### config.mk
export PLATFORM = sky130hd
export DESIGN_NAME = dmem_indirect_unit
export DESIGN_NICKNAME = d
export VERILOG_FILES = /design/src/rtl/dmem_indirect_unit.sv
export SDC_FILE = /design/constraint.sdc
export NUM_CORES = 1
export LEC_CHECK = 0
export ABC_AREA = 1
export BUFFER_PORTS_ARGS = -buffer_cell sky130_fd_sc_hd__buf_2
export CAP_MARGIN = 20
export CORE_ASPECT_RATIO = 1.5
export CORE_MARGIN = 3
export CORE_UTILIZATION = 52
export DETAILED_ROUTE_END_ITERATION = 8
export GPL_TIMING_DRIVEN = 0
export PLACE_DENSITY = 0.8
export SETUP_SLACK_MARGIN = 0.3
export SLEW_MARGIN = 20
export SYNTH_ARGS = -nofsm -noshare
export SYNTH_HDL_FRONTEND = slang
export SYNTH_SLANG_ARGS = --single-unit
### constraint.sdc
create_clock -name clk -period 2.9 [get_ports clk]
set_input_delay 0.145 -clock clk [delete_from_list [all_inputs] [get_ports clk]]
set_output_delay 0.145 -clock clk [all_outputs]
set_load 0.01 [all_outputs]
### src/rtl/dmem_indirect_unit.sv
// ---------------------------------------------------------------------------
// dmem_indirect_unit
//
// Purpose:
//   Sits between the pipeline MEM-stage data port and the D-cache. Direct
//   loads/stores are forwarded combinationally with no added latency.
//   Indirect operations (LDI/STI) are expanded into two D-cache accesses:
//   a pointer read at P_mem_address, then the real read/write at the
//   (word-aligned) pointer. The pipeline sees one P_mem_resp at the end.
//
// Handshake (both sides): a request (read or write) is level-held until the
//   matching resp; resp is a single-cycle pulse; on the cycle after resp the
//   requester may drop the request or present a new one.
//
// Ports:
//   clk, reset          clock, asynchronous active-high reset
//   indirect            current MEM-stage access is indirect
//   P_mem_*             pipeline side request / response
//   dc_*                D-cache side request / response
//   ind_count           number of completed indirect operations (wraps)
//   dbg_state           current FSM state (IDLE=0 PTR=1 GAP=2 FINAL=3 DRAIN=4)
// ---------------------------------------------------------------------------
module dmem_indirect_unit #(
  parameter int WIDTH     = 16,
  parameter int CNT_WIDTH = 16
) (
  input  logic                 clk,
  input  logic                 reset,
  input  logic                 indirect,
  input  logic [WIDTH-1:0]     P_mem_address,
  input  logic                 P_mem_read,
  input  logic                 P_mem_write,
  input  logic [1:0]           P_mem_byte_enable,
  input  logic [WIDTH-1:0]     P_mem_wdata,
  output logic                 P_mem_resp,
  output logic [WIDTH-1:0]     P_mem_rdata,
  output logic [WIDTH-1:0]     dc_address,
  output logic                 dc_read,
  output logic                 dc_write,
  output logic [1:0]           dc_byte_enable,
  output logic [WIDTH-1:0]     dc_wdata,
  input  logic                 dc_resp,
  input  logic [WIDTH-1:0]     dc_rdata,
  output logic [CNT_WIDTH-1:0] ind_count,
  output logic [2:0]           dbg_state
);

  typedef enum logic [2:0] {
    S_IDLE      = 3'd0,
    S_IND_PTR   = 3'd1,
    S_IND_GAP   = 3'd2,
    S_IND_FINAL = 3'd3,
    S_DRAIN     = 3'd4
  } state_t;

  state_t               r_state;
  state_t               w_next;
  logic [WIDTH-1:0]     r_ptr;
  logic [CNT_WIDTH-1:0] r_count;
  logic [WIDTH-1:0]     r_rdata;

  // Outstanding cache request, captured when entering IND_PTR / IND_FINAL.
  // Driving the cache from these registers keeps the request stable even in
  // the cycle the pipeline withdraws, so a flush turns into a clean drain.
  logic [WIDTH-1:0]     r_req_addr;
  logic                 r_req_read;
  logic                 r_req_write;
  logic [1:0]           r_req_be;
  logic [WIDTH-1:0]     r_req_wdata;

  logic                 w_flush;
  logic                 w_wr_only;
  logic [WIDTH-1:0]     w_dc_addr;
  logic                 w_dc_read;
  logic                 w_dc_write;
  logic [1:0]           w_dc_be;
  logic [WIDTH-1:0]     w_dc_wdata;
  logic                 w_resp;
  logic [WIDTH-1:0]     w_rdata;
  logic                 w_cap_ptr;
  logic                 w_cap_final;
  logic                 w_ptr_load;
  logic                 w_count_inc;

  // Simultaneous read and write is illegal; read wins wherever it matters.
  assign w_flush   = ~P_mem_read & ~P_mem_write;
  assign w_wr_only = P_mem_write & ~P_mem_read;

  always_comb begin
    w_next      = r_state;
    w_dc_addr   = r_req_addr;
    w_dc_read   = r_req_read;
    w_dc_write  = r_req_write;
    w_dc_be     = r_req_be;
    w_dc_wdata  = r_req_wdata;
    w_resp      = 1'b0;
    w_rdata     = r_rdata;
    w_cap_ptr   = 1'b0;
    w_cap_final = 1'b0;
    w_ptr_load  = 1'b0;
    w_count_inc = 1'b0;
    case (r_state)
      S_IDLE: begin
        w_dc_addr  = P_mem_address;
        w_dc_wdata = P_mem_wdata;
        if (indirect && !w_flush) begin
          // Pointer read starts in this very cycle.
          w_dc_read  = 1'b1;
          w_dc_write = 1'b0;
          w_dc_be    = 2'b11;
          w_cap_ptr  = 1'b1;
          // A cache answering in the request cycle skips IND_PTR.
          if (dc_resp) begin
            w_ptr_load = 1'b1;
            w_next     = S_IND_GAP;
          end else begin
            w_next     = S_IND_PTR;
          end
        end else begin
          w_dc_read  = P_mem_read;
          w_dc_write = w_wr_only;
          w_dc_be    = P_mem_byte_enable;
          w_resp     = dc_resp;
          w_rdata    = dc_rdata;
        end
      end
      S_IND_PTR: begin
        if (dc_resp) begin
          w_ptr_load = 1'b1;
          w_next     = w_flush ? S_IDLE : S_IND_GAP;
        end else if (w_flush) begin
          w_next     = S_DRAIN;
        end
      end
      S_IND_GAP: begin
        // Idle cycle so the cache sees the final access as a new request.
        w_dc_read  = 1'b0;
        w_dc_write = 1'b0;
        if (w_flush) begin
          w_next      = S_IDLE;
        end else begin
          w_cap_final = 1'b1;
          w_next      = S_IND_FINAL;
        end
      end
      S_IND_FINAL: begin
        if (dc_resp) begin
          if (!w_flush) begin
            w_resp      = 1'b1;
            w_rdata     = dc_rdata;
            w_count_inc = 1'b1;
          end
          w_next = S_IDLE;
        end else if (w_flush) begin
          w_next = S_DRAIN;
        end
      end
      S_DRAIN: begin
        if (dc_resp) w_next = S_IDLE;
      end
      default: begin
        w_dc_read  = 1'b0;
        w_dc_write = 1'b0;
        w_next     = S_IDLE;
      end
    endcase
  end

  always_ff @(posedge clk or posedge reset) begin
    if (reset) begin
      r_state     <= S_IDLE;
      r_ptr       <= '0;
      r_count     <= '0;
      r_rdata     <= '0;
      r_req_addr  <= '0;
      r_req_read  <= 1'b0;
      r_req_write <= 1'b0;
      r_req_be    <= 2'b00;
      r_req_wdata <= '0;
    end else begin
      r_state <= w_next;
      r_rdata <= w_rdata;
      if (w_ptr_load) r_ptr <= {dc_rdata[WIDTH-1:1], 1'b0};
      if (w_cap_ptr) begin
        r_req_addr  <= P_mem_address;
        r_req_read  <= 1'b1;
        r_req_write <= 1'b0;
        r_req_be    <= 2'b11;
        r_req_wdata <= P_mem_wdata;
      end else if (w_cap_final) begin
        r_req_addr  <= r_ptr;
        r_req_read  <= P_mem_read;
        r_req_write <= w_wr_only;
        r_req_be    <= P_mem_byte_enable;
        r_req_wdata <= P_mem_wdata;
      end
      if (w_count_inc) r_count <= r_count + CNT_WIDTH'(1);
    end
  end

  always_ff @(posedge clk) begin
    if (!reset) assert (!(P_mem_read && P_mem_write));
  end

  // Reset gates the request/response strobes, including the direct path.
  assign dc_address     = w_dc_addr;
  assign dc_read        = w_dc_read & ~reset;
  assign dc_write       = w_dc_write & ~reset;
  assign dc_byte_enable = w_dc_be;
  assign dc_wdata       = w_dc_wdata;
  assign P_mem_resp     = w_resp & ~reset;
  assign P_mem_rdata    = w_rdata;
  assign ind_count      = r_count;
  assign dbg_state      = r_state;

endmodule
### Yosys cells after proc, flatten, opt, wreduce, memory -nomap -nowiden

Index checks and enable logic that the tools add are counted.

* output and inout bits: 72
* register bits: 86
* word-level logic and storage cells: 72

* equality and inequality tests: 6
* bitwise operators: 8
* reduce and logical (&&, ||, !) cells: 6
* add/sub/neg operators: 1
* mux-type cells: 42

Operators with widths (count)
* 2-to-1 mux 16 bit: 9
* case mux 16 bit (2 select lines): 1
* adder 16 x 1 -> 16 bit (second input constant): 1
* 2-to-1 mux 1 bit: 15
* 2-to-1 mux 3 bit: 5
* case mux 3 bit (5 select lines): 1
* 2-to-1 mux 2 bit: 7
* case mux 1 bit (2 select lines): 4
* equality test 3 x 2 -> 1 bit (second input constant): 2
* AND 1 bit: 5
* != test 2 bit (second input constant): 2
* equality test 3 x 1 -> 1 bit (second input constant): 1
* equality test 3 bit (second input constant): 1
* zero test 3 bit: 1
* inverter 1 bit: 3
* OR reduction 3 bit: 1
* AND reduction 2 bit: 1
* nonzero test 2 bit: 1
* logical AND 1 bit: 1
* zero test 1 bit: 1

### Longest topological paths before layout

Gate-level depths: netlist (run 1).

* depth in word-level cells: 7
* gate-level depth with buffers: 10
* depth with buffers taken out: 8

### Least setup slack after synthesis (run 1)

OpenSTA, ideal clock, no wires.

* path type: input port to output port
* from: in reset
* to: out P_mem_resp
* data required time: 2755 ps
* arrival time: 2367 ps
* stages on the path: 3
* buffers on the path: 0
* path slack: 388 ps
* cells stage by stage: inv_1 -> nand3_1 -> nor2_1

* word-level cells in the longest chain between the ends: 2

RTL lines
* start, declared: line 28 `input logic reset,`
* inverter 1 bit: line 211 `assign P_mem_resp = w_resp & ~reset;`
* AND 1 bit: line 211
* end, declared: line 35 `output logic P_mem_resp,`

Every way passes these cells.

### Final worst setup path (run 1)

* from: reg r_state[1] (netlist: dbg_state[1])
* to: out P_mem_rdata[12]

* word-level cells in the longest chain between the ends: 2
* elaborated cells between the ends (all ways): 3
* those cells by class: eq/ne: 1; mux: 1; reduce/logical: 1

RTL lines
* start, declared: line 56 `state_t r_state;`
* start signal, assigned: line 181 `r_state <= w_next;`
* equality test 3 x 2 -> 1 bit / zero test 3 bit (equally long branches): line 102 `case (r_state)`
* case mux 16 bit (2 select lines) (*): line 102
* end, declared: line 36 `output logic [WIDTH-1:0] P_mem_rdata,`

Every way passes the cells marked *; elsewhere a longest branch is shown, timed or not.

==> out/metrics.yaml, run 1 <==
status:
  status: "completed"
timing:
  rsz0062_at_grt: "no"
  fin_crit_sh: 0.7761
  fin_ws_ns: 0.6492
  report.final.setup_viol: 0
  holdWs_ns: 0.02639
  maxSlewHeadroom: 0.6879
  tightest_slew_ns: 0.4681
  max_freq_ghz: 0.4443
  skew_ns: 0.002100
  tns_ns: 0
  hold_viol_final: 0
  drv_slew: 0
  min_period_ns: 2.251
floorplan:
  num_rows: 40
  initial_core_util: 0.5384
  die_w_um: 80.58
  coreArea_sq_mm: 0.008058
  die_area_sq_mm: 0.009497
  ios: 128
  die_h_um: 117.9
cts:
  cts-root-buf: "clkbuf_16"
  numCtsBuffers: 9
  cts.clk_slew.worst_paths_ns: 0.06
  cts_setup_buffers: 0
  clock_path_buffers: 2
  cts_tree: "yes"
  cts-resized-gates: 0
  h-tree-depth: 3
  cts.sinks: 86
  ctsHoldBuffers: 1
  clkLatencyLatePin_ns: 0.34
place:
  numPortBuffers: 127
  place_hpwl_um: 8253
  pre_cts_ws_ns: 1.003
  place_inst: 791
  place_congestion: 0.8932
detailed_routing:
  antenna_left: 0
  vias: 4086
  wl_per_cell_um: 13.57
  drc: 0
  drtPass1Iterations: 4
  routed_wl_um: 10950
  drt_iter0_drc: 186
  vias_per_cell: 5.063
grt:
  antenna_found_initial: 0
  overflow: 0
  grt_pass1_vias: 4131
  grt_pass1_wl_um: 18270
  grt_use_total: 0.2439
  grt_max_degree: 56
cells_and_area:
  fin_cells: 807
  layout_common_cells: "nand2_1 (190), buf_2 (130), dfrtp_1 (86), o21ai_0 (76), inv_1 (67)"
  drive_above_1_share: 0.2578
  area_growth_pct: 25.53
  fill_cells: 687
  antenna-diode-count: 0
  layout_commonest_cell: "nand2_1"
  final_nets: 755
pwr:
  peakVddDrop_v: 0.0007651
  p_leak_nw: 2.975
  power.density_mw_per_mm2: 1045
logic_synthesis:
  ys_ff_latch: 86
  yosysWarnings: 0
  yosysTopAreaCellShare: 0.4961
  synthesis.nets: 615
  synth.area.top_cells: "dfrtp_1 (50%), nand2_1 (16%), o21ai_0 (8.8%), inv_1 (5.9%), nand3_1 (3.2%)"
  syn_inst: 558
  syn_avg_cell_area_sq_um: 7.774
  yosysTopAreaCell: "dfrtp_1"
  synth_area_sq_mm: 0.004338
  synth.distinct_cells: 29
  yosysSeqAreaShare: 0.4961
setup_path:
  start_kind: "flop"
  r2r_setup_slack_ns: 1.17
  cp-end-kind: "output pin"
  path_max_fanout: 10
  worstSetupPathType: "flop to output pin"
  critPathArrivalTime_ns: 2.11
  critPathRequiredTime_ns: 2.76
hold_path:
  hold_path.class: "input pin to flop"
run:
  drv_cap: 0
final timing paths:
| check | startpoint | to | cells past startpoint |
|---|---|---|---|
| max reg2reg | dbg_state[1] | r_req_addr[8] | 6 |
| max | dbg_state[1] | P_mem_rdata[12] | 8 |
| min reg2reg | r_rdata[1] | r_rdata[1] | 2 |
| min | P_mem_wdata[13] | r_req_wdata[13] | 3 |
| min in group asynchronous | reset | dbg_state[2] | 3 |
| max in group asynchronous | reset | r_req_addr[2] | 4 |
cell type report:
cell class / count / area, sq um / share of cell area
Timing Repair Buffer: 129 / 673.1 / 0.1236
Clock inverter: 3 / 43.79 / 0.008042
Clock buffer: 12 / 256.5 / 0.04710
Inverter: 73 / 284.0 / 0.05216
Tap cell: 105 / 131.4 / 0.02413
Buffer: 22 / 146.4 / 0.02688
Sequential cell: 86 / 2152 / 0.3952
Multi-Input combinational cell: 377 / 1758 / 0.3228
power breakdown:
part           internal [mW]  switching, mW  leakage, nW
combinational          0.972           1.64         1.73
sequential              1.66          0.251         1.09
clock                  0.710          0.456        0.149
stage by stage:
step	util	area (sq um)	total power, mW
5_1_grt	0.6758	5445	6.141
4_1_cts	0.6758	5445	5.723
6_report	0.6758	5445	5.690
2_1_floorplan	-	4338	3.601
3_3_place_gp	0.6335	5105	4.442
3_5_place_dp	0.6373	5135	4.548
critical path, cell delays in order, from the launching register on:
cell	delay [ns]
dfrtp_1	0.47
nor2_2	0.22
nand2_4	0.10
buf_4	0.19
nand2_1	0.23
buf_4	0.23
nand3_1	0.09
nand2_1	0.10
buf_2	0.14
flip-flops by register name (all words and copies together) (netlist names):
register     count
ind_count       16
dbg_state        3
r_req_be         2
r_req_addr      16
r_req_read       1
r_req_write      1
r_ptr           15
r_rdata         16
r_req_wdata     16
Yosys cell counts (all sizes together):
master    n
dfrtp    86
nor3      2
nor2     29
nand2   194
a22oi     1
clkbuf    9
nand3b    1
buf      13
o211ai    3
xnor2     4
nand3    28
nand4     7
ha        1
o21ai   100
xor2      4
inv      73
a21oi     3
metal layers:
layer  up-vias  part of all wire  global-route usage
li1       2047                 -                   -
met1      1893              0.40              0.2694
met2       121              0.52              0.4331
met3        25             0.055             0.06126
met4         0             0.025              0.1015
met5         -                 0                   0
cell families after synthesis:
kind of cell	after synthesis	synth area share
XOR/XNOR	8	0.01615
AND/OR/NAND/NOR	261	0.2509
AO/OA/AOI/OAI	107	0.1353
adder cells (fa/ha/maj)	1	0.002884
flip-flops	86	0.4961
buffers and inverters	95	0.09864
Note: power is estimated with default switching activity, not from simulation.
==> inputs of run 2 (changes only) <==
Settings changed: ABC_AREA 1 to 0, PLACE_DENSITY 0.8 to 0.81.
Clock period 2.9 ns to 2.15 ns, I/O delays scaled along.
==> run 2 against run 1 <==
- total power is 46% higher
- routed wire length is 27% higher
- setup slack worse by 0.60 ns
- critical path depth stayed put
- register-to-register slack worse by 0.96 ns
- die area is 3.0% lower
- sequential share of layout area is 6.9 points lower
- via count is 8.4% lower
- clock power is 23% higher
- flip-flop and latch count stayed put
- critical path type unchanged
- largest cell class is now multi-input combinational cells
- highest routed layer unchanged
==> out/metrics.yaml, run 2 <==
cts:
  cts.clk_slew.worst_paths_ns: 0.06  # about the same
  h-tree-depth: 3  # unchanged
  cts-root-buf: "clkbuf_16"  # unchanged
  clkLatencyLatePin_ns: 0.34  # about the same
  clock_path_buffers: 2  # unchanged
  cts_tree: "yes"  # unchanged
  cts.sinks: 86  # unchanged
  numCtsBuffers: 9  # unchanged
logic_synthesis:
  synth_area_sq_mm: 0.004198  # was 0.004338 sq mm
  syn_avg_cell_area_sq_um: 11.50  # was 7.774 sq um
  yosysTopAreaCellShare: 0.5127  # was 0.4961
  synth-main-ff-cell: "dfrtp_1"  # unchanged
  syn_inst: 365  # was 558
  async_flop_share: 1.000  # unchanged
  synthesis.nets: 422  # was 615
  synth.distinct_cells: 45  # was 29
  yosysSeqAreaShare: 0.5127  # was 0.4961
  synth.most_common_cell: "dfrtp_1"  # was nand2_1
  synth.area.top_cells: "dfrtp_1 (51%), mux2_2 (14%), mux2i_1 (4.1%), o31ai_1 (3.0%), nor2_1 (2.6%)"  # was dfrtp_1 (50%), nand2_1 (16%), o21ai_0 (8.8%), inv_1 (5.9%), nand3_1 (3.2%)
  synth_edf_count: 0  # unchanged
  synthTopCellsByCount: "dfrtp_1 (86), mux2_2 (54), nor2_1 (29)"  # was nand2_1 (190), dfrtp_1 (86), o21ai_0 (76)
  yosysWarnings: 0  # unchanged
  ys_ff_latch: 86  # unchanged
  yosysTopAreaCell: "dfrtp_1"  # unchanged
floorplan:
  num_rows: 39  # was 40
  die_area_sq_mm: 0.009209  # was 0.009497 sq mm
  die_w_um: 79.36  # was 80.58 um
  ios: 128  # unchanged
  die_h_um: 116.0  # was 117.9 um
  coreArea_sq_mm: 0.007759  # was 0.008058 sq mm
  initial_core_util: 0.5410  # was 0.5384
timing:
  tightest_slew_ns: 0.5756  # was 0.4681 ns
  min_period_ns: 2.104
  skew_ns: 0.008533  # was 0.002100 ns
  rsz0062_at_grt: "yes"  # was no
  maxSlewHeadroom: 0.6122  # was 0.6879
  hold_viol_final: 0  # unchanged
  fin_crit_sh: 0.9784
  fin_ws_ns: 0.04636  # was 0.6492 ns
  drv_slew: 0  # unchanged
  report.final.setup_viol: 0  # unchanged
  max_freq_ghz: 0.4754
pwr:
  p_leak_nw: 3.167  # was 2.975 nW
  finalPower_mw: 8.324  # was 5.690 mW
  peakVddDrop_v: 0.001032  # was 0.0007651 V
  power.density_mw_per_mm2: 1263  # was 1045 mW/mm^2
setup_path:
  r2r_cells: 11  # was 6
  reg2reg_from: "dbg_state[1]"  # unchanged
  cp_slowest_stage_delay_ns: 0.37  # was 0.47 ns
  critPathArrivalTime_ns: 2.00  # was 2.11 ns
  crit_chain: "buf_6, o211a_1, a22oi_2, buf_6, buf_8, o21ai_2, o31ai_4, buf_2"  # was nor2_2, nand2_4, buf_4, nand2_1, buf_4, nand3_1, nand2_1, buf_2
  timing.rr.end: "r_rdata[0]"  # was r_req_addr[8]
  worstSetupPathType: "flop to output pin"  # unchanged
  critPathSlowestCell: "dfrtp_1"  # unchanged
  path_max_fanout: 6  # was 10
  start_kind: "flop"  # unchanged
  crit_buf_inv: 4  # was 3
  r2r_setup_slack_ns: 0.21  # was 1.17 ns
  cp_common_cell: "buf_6"
  cp-end-kind: "output pin"  # unchanged
  path_delay_family: "compound AO/OA/AOI/OAI gates"  # was simple AND/OR/NAND/NOR gates
  critPathRequiredTime_ns: 2.04  # was 2.76 ns
detailed_routing:
  drt-met1-wl_um: 5045  # was 4355 um
  vias_per_cell: 5.738  # was 5.063
  met3_length_um: 857  # was 607 um
  drt_iter0_drc: 310  # was 186
  wl_per_cell_um: 21.32  # was 13.57 um
  routed_wl_um: 13900  # was 10950 um
  vias: 3741  # was 4086
  wl_met2_um: 7440  # was 5709 um
  drc: 0  # unchanged
  top_layer_used: "met4"  # unchanged
  drtPass1Iterations: 4  # unchanged
  antenna_left: 0  # unchanged
place:
  placed_area_sq_mm: 0.005025  # was 0.005135 sq mm
  pre_cts_ws_ns: 0.07965  # was 1.003 ns
  place_congestion: 0.8157  # was 0.8932
  place_hpwl_um: 7826  # was 8253 um
  numPortBuffers: 125  # was 127
hold_path:
  hold_path.class: "input pin to flop"  # unchanged
  whs_endpoint: "r_req_wdata[5]"  # was r_req_wdata[13]
  worstHoldStart: "P_mem_wdata[5]"  # was P_mem_wdata[13]
  holdPathStages: 2  # was 3
cells_and_area:
  layout_commonest_cell: "buf_2"  # was nand2_1
  final_nets: 602  # was 755
  drive_above_1_share: 0.5792  # was 0.2578
  fill_cells: 351  # was 687
  regArea_sq_mm: 0.002152  # unchanged
  multi_input_area_sq_mm: 0.002414  # was 0.001758 sq mm
  layout_common_cells: "buf_2 (96), dfrtp_1 (86), buf_6 (51), mux2_2 (31), nor2_1 (27)"  # was nand2_1 (190), buf_2 (130), dfrtp_1 (86), o21ai_0 (76), inv_1 (67)
  finalInstanceArea_sq_mm: 0.006593  # was 0.005445 sq mm
  area_growth_pct: 57.05  # was 25.53%
status:
  status: "completed"  # unchanged
run:
  drv_cap: 0  # unchanged
grt:
  grt_pass1_wl_um: 18320  # was 18270 um
  antenna_found_initial: 0  # unchanged
  grt_max_degree: 29  # was 56
  grt_pass1_vias: 3718  # was 4131
  grt_use_total: 0.2594  # was 0.2439
  overflow: 0  # unchanged
==> run 2: power breakdown <==
| group | switching (mW) | internal (mW) |
|---|---|---|
| combinational | 1.84 | 2.36 |
| clock | 0.635 | 0.810 |
| sequential | 0.447 | 2.24 |
==> run 2: what timing repair did <==
action                     CTS  global route
resized for setup           87           136
setup endpoints to repair   67            98
buffers inserted            25             7
hold buffers                 2             0
hold endpoints to repair    13             0
cloned                       3             4
pin swaps                    5            12
==> run 2: per-layer routing <==
metal	vias to the layer above	GRT usage
met3	36	0.06143
li1	1663	-
met2	169	0.4578
met4	0	0.09862
met1	1873	0.3051
met5	-	0
==> run 2: area by class of cell <==
cell class / instances / share of cell area
multi-input cells: 252 / 0.3661
flip-flops and latches: 86 / 0.3264
repair buffers: 169 / 0.2061
plain buffers: 24 / 0.03872
clock buffers: 12 / 0.03739
well taps: 102 / 0.01936
clock inverters: 3 / 0.003226
inverters: 3 / 0.002277
diodes: 1 / 0.0003796
==> run 2: worst max-delay path by stage <==
stage,from,end,cells after the start
after floorplan,reset,P_mem_resp,2
after global placement,reset,P_mem_resp,4
after detailed placement,dbg_state[0],P_mem_rdata[12],7
after CTS,dbg_state[1],P_mem_rdata[12],7
after global routing,dbg_state[0],P_mem_rdata[4],7
final,dbg_state[1],P_mem_rdata[4],8
==> run 2: cells by family after synthesis <==
group	share of synthesized area
AO/OA/AOI/OAI	0.1055
XOR/XNOR	0.03338
adder cells (fa/ha/maj)	0.002980
buffers and inverters	0.03458
flip-flops	0.5127
multiplexers	0.2095
AND/OR/NAND/NOR	0.1013
==> run 2: stage by stage <==
| stage | cells | hold WS [ns] | setup TNS (ns) | util |
|---|---|---|---|---|
| floorplan | 365 | 0.2390 | 0 | - |
| global placement | 592 | 0.3380 | -0.5108 | 0.6389 |
| detailed placement | 595 | 0.1274 | 0 | 0.6476 |
| CTS | 640 | 0.00006853 | 0 | 0.7537 |
| global route | 651 | 0.009964 | 0 | 0.8494 |
| finish | 652 | 0.01396 | 0 | 0.8497 |
==> inputs of run 3 (changes only) <==
Settings changed: ABC_AREA 0 to 1, PLACE_DENSITY 0.81 to 0.8.
==> run 3 against run 2 <==
- clock power about the same
- routed wire length down 17%
- total power down 3.7%
- utilization down 13 points
- sequential power down 4%
- first-iteration DRC count down 25%
- non-clock buffer count down 13
- flip-flop and latch count unchanged
- register-to-register slack better by 0.25 ns
- critical path type unchanged
- critical endpoint is now P_mem_rdata[2]
==> out/metrics.yaml, run 3 (synthesis gave the netlist of run 1 again) <==
cells_and_area:
  drive_above_1_share: 0.3023  # was 0.5792
  layout_common_cells: "nand2_1 (185), buf_2 (129), dfrtp_1 (84), inv_1 (66), o21ai_0 (66)"  # was buf_2 (96), dfrtp_1 (86), buf_6 (51), mux2_2 (31), nor2_1 (27)
  layout_commonest_cell: "nand2_1"  # was buf_2
  final_nets: 784  # was 602
  area_growth_pct: 33.34  # was 57.05%
  antenna-diode-count: 0  # was 1
  final_util: 0.7179  # was 0.8497
  finalInstanceArea_sq_mm: 0.005784  # was 0.006593 sq mm
  fin_cells: 836  # was 652
detailed_routing:
  drt_iter0_drc: 231  # was 310
  vias: 4228  # was 3741
  routed_wl_um: 11570  # was 13900 um
  vias_per_cell: 5.057  # was 5.738
  antenna_left: 0  # unchanged
  drtPass1Iterations: 5  # was 4
  drc: 0  # unchanged
  wl_per_cell_um: 13.83  # was 21.32 um
place:
  place_hpwl_um: 8409  # was 7826 um
  placed_area_sq_mm: 0.005176  # was 0.005025 sq mm
  place_congestion: 0.8931  # was 0.8157
  numPortBuffers: 127  # was 125
  place_inst: 793  # was 595
  pre_cts_ws_ns: 0.2987  # was 0.07965 ns
hold_path:
  hold_path.class: "input pin to flop"  # unchanged
  worstHoldStart: "P_mem_wdata[14]"  # was P_mem_wdata[5]
  whs_endpoint: "r_req_wdata[14]"  # was r_req_wdata[5]
  holdPathStages: 3  # was 2
cts:
  cts.sinks: 86  # unchanged
  cts.clk_slew.worst_paths_ns: 0.06  # about the same
  cts_tree: "yes"  # unchanged
  cts-root-buf: "clkbuf_16"  # unchanged
  numCtsBuffers: 9  # unchanged
  clkLatencyLatePin_ns: 0.34  # about the same
  clock_path_buffers: 2  # unchanged
  h-tree-depth: 3  # unchanged
setup_path:
  r2r_setup_slack_ns: 0.46  # was 0.21 ns
  worstSetupPathType: "flop to output pin"  # unchanged
  start_kind: "flop"  # unchanged
  reg2reg_from: "dbg_state[2]"  # was dbg_state[1]
  r2r_cells: 8  # was 11
  path_max_fanout: 10  # was 6
  timing.rr.end: "r_req_wdata[6]"  # was r_rdata[0]
  critPathArrivalTime_ns: 1.78  # was 2.00 ns
  critPathRequiredTime_ns: 2.04  # about the same
  cp-end-kind: "output pin"  # unchanged
floorplan:
  die_w_um: 80.58  # was 79.36 um
  initial_core_util: 0.5384  # was 0.5410
  ios: 128  # unchanged
  coreArea_sq_mm: 0.008058  # was 0.007759 sq mm
  die_area_sq_mm: 0.009497  # was 0.009209 sq mm
  num_rows: 40  # was 39
  die_h_um: 117.9  # was 116.0 um
timing:
  fin_ws_ns: 0.2589  # was 0.04636 ns
  max_freq_ghz: 0.5288  # was 0.4754 GHz
  maxSlewHeadroom: 0.7284  # was 0.6122
  fin_crit_sh: 0.8796  # was 0.9784
  drv_slew: 0  # unchanged
  rsz0062_at_grt: "yes"  # unchanged
  hold_viol_final: 0  # unchanged
  tightest_slew_ns: 0.4043  # was 0.5756 ns
  min_period_ns: 1.891  # was 2.104 ns
  skew_ns: 0.006207  # was 0.008533 ns
  report.final.setup_viol: 0  # unchanged
pwr:
  power.density_mw_per_mm2: 1386  # was 1263 mW/mm^2
  peakVddDrop_v: 0.001110  # was 0.001032 V
  clockPowerShare: 0.176  # was 0.174
  p_int_mw: 4.654  # was 5.403 mW
  p_leak_nw: 3.130  # was 3.167 nW
  switchingPower_mw: 3.363  # was 2.921 mW
  switching_share: 0.4195  # was 0.3509
  comb_power_share: 0.502  # was 0.504
  seqPwrFrac: 0.322  # was 0.323
  finalPower_mw: 8.016  # was 8.324 mW
grt:
  antenna_found_initial: 0  # unchanged
  grt_max_degree: 32  # was 29
  grt_pass1_wl_um: 19350  # was 18320 um
  grt_use_total: 0.2582  # was 0.2594
  grt_pass1_vias: 4174  # was 3718
  overflow: 0  # unchanged
run:
  drv_cap: 0  # unchanged
status:
  status: "completed"  # unchanged
run 3: how the worst max path moves through the flow:
stage | startpoint | endpoint | slack [ns] | depth (start not counted)
2_1_floorplan | reset | P_mem_resp | 0.34 | 3
3_3_place_gp | reset | P_mem_resp | -0.40 | 5
3_5_place_dp | dbg_state[2] | P_mem_rdata[12] | 0.30 | 9
4_1_cts | dbg_state[0] | P_mem_rdata[12] | 0.28 | 8
5_1_grt | dbg_state[2] | P_mem_rdata[4] | 0.17 | 10
6_report | dbg_state[0] | P_mem_rdata[2] | 0.26 | 8
run 3: layout make-up:
cell class | count | area, sq um
well taps | 105 | 131.4
clock inverters | 5 | 36.28
plain buffers | 22 | 177.7
inverters | 73 | 287.8
fillers | 618 | 2273
repair buffers | 158 | 940.9
clock buffers | 10 | 229.0
flip-flops and latches | 86 | 2155
multi-input cells | 377 | 1827
run 3: critical path, cell delays in order (launching register included):
cell and delay [ns]:
dfrtp_2 0.45, nor2_4 0.13, nand2_4 0.10, o21ai_4 0.26, inv_4 0.07, buf_6 0.14
nand2_1 0.06, nand2_1 0.08, buf_2 0.15
run 3: per-stage QoR:
| stage | TNS, ns | hold slack (ns) |
|---|---|---|
| floorplan | 0 | 0.2148 |
| global placement | -0.4042 | 0.3263 |
| detailed placement | 0 | 0.1015 |
| CTS | 0 | 0.01063 |
| global route | 0 | 0.03364 |
| finish | 0 | 0.02449 |
run 3: timing repair:
item	4_1_cts	5_1_grt
setup endpoints to repair	52	44
setup buffers	13	4
pin swaps	3	0
hold buffers	9	0
hold endpoints to repair	17	0
gates cloned	1	1
gates resized for setup	27	28
run 3: power by group through the flow:
stage               logic (mW)  registers [mW]  clock network, mW
detailed placement        3.53            2.60                  0
global route              4.48            2.65               1.50
floorplan                 2.33            2.53                  0
CTS                       3.88            2.57               1.42
finish                    4.03            2.58               1.41
global placement          3.42            2.57                  0
run 3: per-layer routing:
metal / GRT usage / wire [um] / up-vias
met3: 0.05743 / 775 / 22
met5: 0 / 0 / -
met2: 0.4528 / 6165 / 151
li1: - / - / 2100
met4: 0.08879 / 254 / 0
met1: 0.3049 / 4371 / 1955
